<file path="config.mk">
export PLATFORM = sky130hd
export DESIGN_NAME = param_counter
export DESIGN_NICKNAME = d
export VERILOG_FILES = /design/src/rtl/param_counter_pkg.sv /design/src/rtl/param_counter_next_value.sv /design/src/rtl/param_counter.sv
export SDC_FILE = /design/constraint.sdc
export NUM_CORES = 1
export LEC_CHECK = 0
export CORE_AREA = 5 5 45 77
export CTS_CLUSTER_DIAMETER = 200
export DETAILED_ROUTE_END_ITERATION = 10
export DIE_AREA = 0 0 50 82
export SLEW_MARGIN = 10
export SYNTH_ARGS = -nofsm -noshare
export SYNTH_HDL_FRONTEND = slang
export SYNTH_HIERARCHICAL = 1
export SYNTH_SLANG_ARGS = --single-unit
</file>
<file path="constraint.sdc">
create_clock -name clk -period 2.5 [get_ports clk]
set_input_delay 0.5 -clock clk [delete_from_list [all_inputs] [get_ports clk]]
set_output_delay 0.5 -clock clk [all_outputs]
set_load 0.005 [all_outputs]
</file>
<file path="src/rtl/param_counter_pkg.sv">
// Shared definitions for the param_counter block.
//   state_t : FSM state encoding (ST_RUN = 1'b0, ST_HALT = 1'b1).
//   modulus_ok : legality test for the MODULUS parameter against WIDTH.
// Optional feature macro used by the top: PARAM_COUNTER_WRAP_FLAG_EN.
package param_counter_pkg;

    typedef enum logic {
        ST_RUN  = 1'b0,
        ST_HALT = 1'b1
    } state_t;

    // Legal when 2 <= modulus <= 2**width (evaluated at 64 bits so large widths are safe).
    function automatic bit modulus_ok(input int width, input longint modulus);
        return (modulus >= 64'sd2) && (modulus <= (64'sd1 << width));
    endfunction

endpackage

</file>
<file path="src/rtl/param_counter_next_value.sv">
// pc_next_value: combinational next-count and terminal detection.
// Ports:
//   out      in   WIDTH  current count
//   up_dn    in   1      1 = up, 0 = down
//   next_up  out  WIDTH  count after an up step (wraps MODULUS-1 -> 0)
//   next_dn  out  WIDTH  count after a down step (wraps 0 -> MODULUS-1)
//   terminal out  1      count sits at the terminal value for the given direction
// All arithmetic is WIDTH+1 bits wide so MODULUS = 2**WIDTH is represented exactly.
module pc_next_value #(
    parameter int WIDTH   = 8,
    parameter int MODULUS = 2 ** WIDTH
) (
    input  logic [WIDTH-1:0] out,
    input  logic             up_dn,
    output logic [WIDTH-1:0] next_up,
    output logic [WIDTH-1:0] next_dn,
    output logic             terminal
);

    localparam logic [WIDTH:0] MAX_VAL = (WIDTH+1)'(MODULUS - 1);
    localparam logic [WIDTH:0] ONE     = (WIDTH+1)'(1);

    logic [WIDTH:0] cur;
    logic           at_max;
    logic           at_zero;

    assign cur     = {1'b0, out};
    assign at_max  = (cur == MAX_VAL);
    assign at_zero = (cur == '0);

    // The wrap cases never let the step reach MODULUS, so truncation is lossless.
    assign next_up  = at_max  ? '0 : WIDTH'(cur + ONE);
    assign next_dn  = at_zero ? WIDTH'(MAX_VAL) : WIDTH'(cur - ONE);
    assign terminal = up_dn ? at_max : at_zero;

endmodule

</file>
<file path="src/rtl/param_counter.sv">
// param_counter: modulo-MODULUS up/down counter with synchronous load and one-shot halt.
// Ports:
//   clk        in   1      clock, all state on posedge
//   reset      in   1      synchronous active-high reset
//   enable     in   1      count enable
//   up_dn      in   1      1 = up, 0 = down (not registered)
//   one_shot   in   1      1 = halt at terminal, 0 = wrap (not registered)
//   load       in   1      synchronous load strobe (beats enable, ignores state)
//   load_val   in   WIDTH  value to load, clamped to MODULUS-1
//   out        out  WIDTH  registered count
//   tc         out  1      terminal count, combinational
//   done       out  1      one-shot complete, registered
//   wrap_clr   in   1      clears the wrapped flag     (only with PARAM_COUNTER_WRAP_FLAG_EN)
//   wrapped    out  1      sticky flag set after a wrap (only with PARAM_COUNTER_WRAP_FLAG_EN)
//   fsm_state  out  1      current FSM state for observation
// Macro PARAM_COUNTER_WRAP_FLAG_EN adds the wrap_clr/wrapped pair; without it no extra logic exists.
module param_counter
    import param_counter_pkg::*;
#(
    parameter int WIDTH   = 8,
    parameter int MODULUS = 2 ** WIDTH
) (
    input  logic             clk,
    input  logic             reset,
    input  logic             enable,
    input  logic             up_dn,
    input  logic             one_shot,
    input  logic             load,
    input  logic [WIDTH-1:0] load_val,
    output logic [WIDTH-1:0] out,
    output logic             tc,
    output logic             done,
`ifdef PARAM_COUNTER_WRAP_FLAG_EN
    input  logic             wrap_clr,
    output logic             wrapped,
`endif
    output state_t           fsm_state
);

    localparam logic [WIDTH:0] MAX_VAL = (WIDTH+1)'(MODULUS - 1);

    // Elaboration-time guard on the modulus range.
    if (!modulus_ok(WIDTH, longint'(MODULUS))) begin : g_bad_modulus
        $error("param_counter: MODULUS must satisfy 2 <= MODULUS <= 2**WIDTH");
    end

    state_t           state;
    state_t           state_nxt;
    logic [WIDTH-1:0] out_nxt;
    logic [WIDTH-1:0] next_up;
    logic [WIDTH-1:0] next_dn;
    logic [WIDTH-1:0] load_clamped;
    logic             terminal;
    logic             counting;

    pc_next_value #(
        .WIDTH   (WIDTH),
        .MODULUS (MODULUS)
    ) u_next (
        .out      (out),
        .up_dn    (up_dn),
        .next_up  (next_up),
        .next_dn  (next_dn),
        .terminal (terminal)
    );

    assign load_clamped = ({1'b0, load_val} > MAX_VAL) ? WIDTH'(MAX_VAL) : load_val;
    assign counting     = enable && (state == ST_RUN);
    assign tc           = counting && terminal;
    assign fsm_state    = state;

    // Next-state / next-count. Reset priority is applied in the register process.
    always_comb begin
        state_nxt = state;
        out_nxt   = out;
        if (load) begin
            out_nxt   = load_clamped;
            state_nxt = ST_RUN;
        end else if (counting) begin
            if (terminal && one_shot) begin
                state_nxt = ST_HALT;
            end else begin
                // At terminal the step already wraps, so one path covers both cases.
                out_nxt = up_dn ? next_up : next_dn;
            end
        end
    end

    always_ff @(posedge clk) begin
        if (reset) begin
            state <= ST_RUN;
            out   <= '0;
            done  <= 1'b0;
        end else begin
            state <= state_nxt;
            out   <= out_nxt;
            done  <= (state_nxt == ST_HALT);
        end
    end

`ifdef PARAM_COUNTER_WRAP_FLAG_EN
    logic wrap_evt;

    assign wrap_evt = !load && counting && terminal && !one_shot;

    // Set beats clear when both occur on the same edge.
    always_ff @(posedge clk) begin
        if (reset) begin
            wrapped <= 1'b0;
        end else if (wrap_evt) begin
            wrapped <= 1'b1;
        end else if (wrap_clr) begin
            wrapped <= 1'b0;
        end
    end
`endif

endmodule

</file>
==> flow_summary.ini <==
[route]
first_drt_pass_iteration_count = 3
via_per_inst = 5.37
detail_route.wl_per_cell_um = 14.8
finalWirelength_um = 2630
dr_total_vias = 956
postRouteAntennaNets = 0
detailedRoute.firstIterationViolations = 4
drcViolationCount = 0

[power]
share_comb_of_total_power = 0.407
power.share.clock = 0.285
share_seq_of_total_power = 0.307
power_switching_mw = 0.198
vdd_drop_max_mv = 0.308
design_power_total_mw = 0.598
power.static_leakage_nw = 0.509
switching_share = 0.331
internal_power_mw = 0.400
cellPowerDensity_mw_per_mm2 = 466

[cells_and_area]
layout-area-overhead-vs-synth_pct = 38.6
diodes = 0
post_route_cells_drive_above_1_share = 0.193
nFillCells = 299
fin_nets = 168

[worst_setup_path]
timing.critical_path.buf_inv = 3
critical_path.endpoint_type = primary output
crit_family = buffers and inverters
crit_path_max_fanout = 2
worstPathArrival_ns = 1.77
max_stage_delay_ns = 0.49
slowest_stage = sky130_fd_sc_hd__clkdlybuf4s50_1
crit_type = in2out
cells_along_the_critical_path = clkdlybuf4s50_1 -> inv_1 -> nor3_2 -> o21bai_4 -> and3_2 -> dlygate4sd2_1
cp.required_ns = 2.00
setup.worst_path.start_class = primary input

[yosys]
synth_top_cell_by_area = sky130_fd_sc_hd__dfxtp_1
yosys.cell_types.count = 39
syn_area_um2 = 926
synth_top_area_frac = 0.195
synth_seq_area_share = 0.195
synth-main-ff-cell = sky130_fd_sc_hd__dfxtp_1
asyncSetResetFlopFracSynth = 0
synth-edff-count = 0
ys_seq_elements = 9
number_of_synthesis_warnings = 6
synth_fp_nets = 134
synth.avg_cell_area_um2 = 7.91
main_area_contributors_after_synthesis = sky130_fd_sc_hd__dfxtp_1, sky130_fd_sc_hd__mux2i_1, sky130_fd_sc_hd__o221ai_1
yosys-top-cells-count = sky130_fd_sc_hd__inv_1, sky130_fd_sc_hd__nand2_1, sky130_fd_sc_hd__dfxtp_1
synthesis.instances = 117

[grt]
wire_length_of_the_first_global_routing_pass_um = 4250
vias_in_the_first_global_route = 1028
grt.overflow.total = 0
grt_antenna_before_repair = 0
global_route.usage.total = 0.130
grt_start_max_net_pins = 11

[floorplan]
std_cell_rows = 26
core_mm2 = 0.00280
die_h_um = 82
die_x_um = 50
pin_count = 25
die_area_mm2 = 0.00410
initial_utilization = 0.331

[clock_network]
holdBufCountCts = 0
cts_buffer_depth = 2
clk_latency_ns = 0.23
cts.clk_slew.worst_paths_ns = 0.05
cts.sink_count = 9
cts_root_buffer = sky130_fd_sc_hd__clkbuf_8
htreeDepth = 1
tritoncts.num_buffers = 3
clock_tree_from_tritoncts = built

[timing]
number_of_setup_violations_in_the_final_report = 0
rsz0062_at_grt = false
slew_headroom = 0.638
report.final.slew_viol_count = 0
hold-worst-slack_ns = 0.627
layout_min_cycle_time_ns = 2.27
count_of_final_hold_check_violations = 0
finalCritPeriodShare = 0.909
fin_worst_skew_ns = 0.000263
max_clock_freq_mhz = 440
tightestPinTransition_ns = 0.542
post_route_setup_tns_ns = 0

[placement]
dp_hpwl_um = 2180
routabilityCongestion = 0.882
port_buffers = 24

[outcome]
outcome = finished, final reports clean

[min_path]
hp-class = reg2reg

[flow_run]
number_of_max_cap_violations = 0
state kept, by name (all words and copies together) (netlist names):
register and flops:
fsm_state 1, out 8
cells in the final DEF (no fill, tap or decap), drive strengths merged:
master,instances
nand2b,2
or2,1
o31ai,1
a31oi,2
a41oi,1
clkdlybuf4s50,23
mux2i,8
o21ai,5
ha,3
xnor2,3
nor2,6
nand4,2
and3,2
nor2b,2
o21bai,2
mux2,1
nand2,16
dlygate4sd2,1
dfxtp,9
a21oi,3
nand3,5
nor3,4
o221ai,8
o211ai,1
or3,2
clkbuf,4
xor2,1
a311o,1
inv,15
nor4b,1
o41ai,2
buf,13
through the flow:
stage | cells | setup WS, ns | area, um^2 | utilization
after floorplan | 117 | 0.543 | 926 | -
after detailed placement | 172 | -0.0399 | 1210 | 0.431
after global placement | 172 | -0.0274 | 1210 | 0.431
final | 178 | 0.227 | 1280 | 0.459
after CTS | 178 | 0.211 | 1280 | 0.459
after global routing | 178 | 0.132 | 1280 | 0.459
layer usage:
| layer | vias to the layer above | track usage | share of wire |
|---|---|---|---|
| met5 | - | 0 | 0 |
| li1 | 479 | - | - |
| met1 | 445 | 0.112 | 0.36 |
| met2 | 21 | 0.252 | 0.56 |
| met3 | 11 | 0.0181 | 0.029 |
| met4 | 0 | 0.108 | 0.049 |
cell type report:
cell class / count / area (um^2) / area share
clock buffers: 4 / 45.0 / 0.0351
inverters: 15 / 56.3 / 0.0439
multi-input cells: 85 / 627 / 0.488
flip-flops and latches: 9 / 184 / 0.143
well taps: 28 / 35.0 / 0.0273
repair buffers: 37 / 337 / 0.262
logic make-up (layout without fill, tap and decap cells):
kind of cell,count (synthesis),after routing,synth area share
AO/OA/AOI/OAI,26,26,0.209
AND/OR/NAND/NOR,43,43,0.274
multiplexers,9,9,0.0987
buffers and inverters,23,56,0.145
XOR/XNOR,4,4,0.0378
flip-flops,9,9,0.195
adder cells (fa/ha/maj),3,3,0.0405
tightest hold or removal path, stage by stage (launching register included):
cell                      delay, ns
sky130_fd_sc_hd__dfxtp_1       0.33
sky130_fd_sc_hd__a31oi_1       0.18
sky130_fd_sc_hd__nor3_1        0.06
path summary, 6_finish.rpt:
kind / from / end / slack, ns / depth (start not counted)
hold / removal: fsm_state / fsm_state / 0.63 / 2
hold reg to reg: fsm_state / fsm_state / 0.63 / 2
setup / recovery: up_dn / tc / 0.23 / 6
setup reg to reg: out[0] / out[4] / 0.45 / 9
timing repair:
item	CTS	global route
resized for setup	6	0
endpoints found under the setup margin	1	0
setup buffers	2	0
endpoints found under the hold margin	0	0
power by group through the flow:
| stage | logic (mW) | registers [mW] | clock network (mW) |
|---|---|---|---|
| 2_1_floorplan | 0.155 | 0.176 | 0 |
| 5_1_grt | 0.268 | 0.186 | 0.182 |
| 4_1_cts | 0.245 | 0.184 | 0.175 |
| 3_5_place_dp | 0.235 | 0.186 | 0 |
| 3_3_place_gp | 0.232 | 0.185 | 0 |
| 6_report | 0.244 | 0.184 | 0.171 |
(Power assumes the default switching activity.)
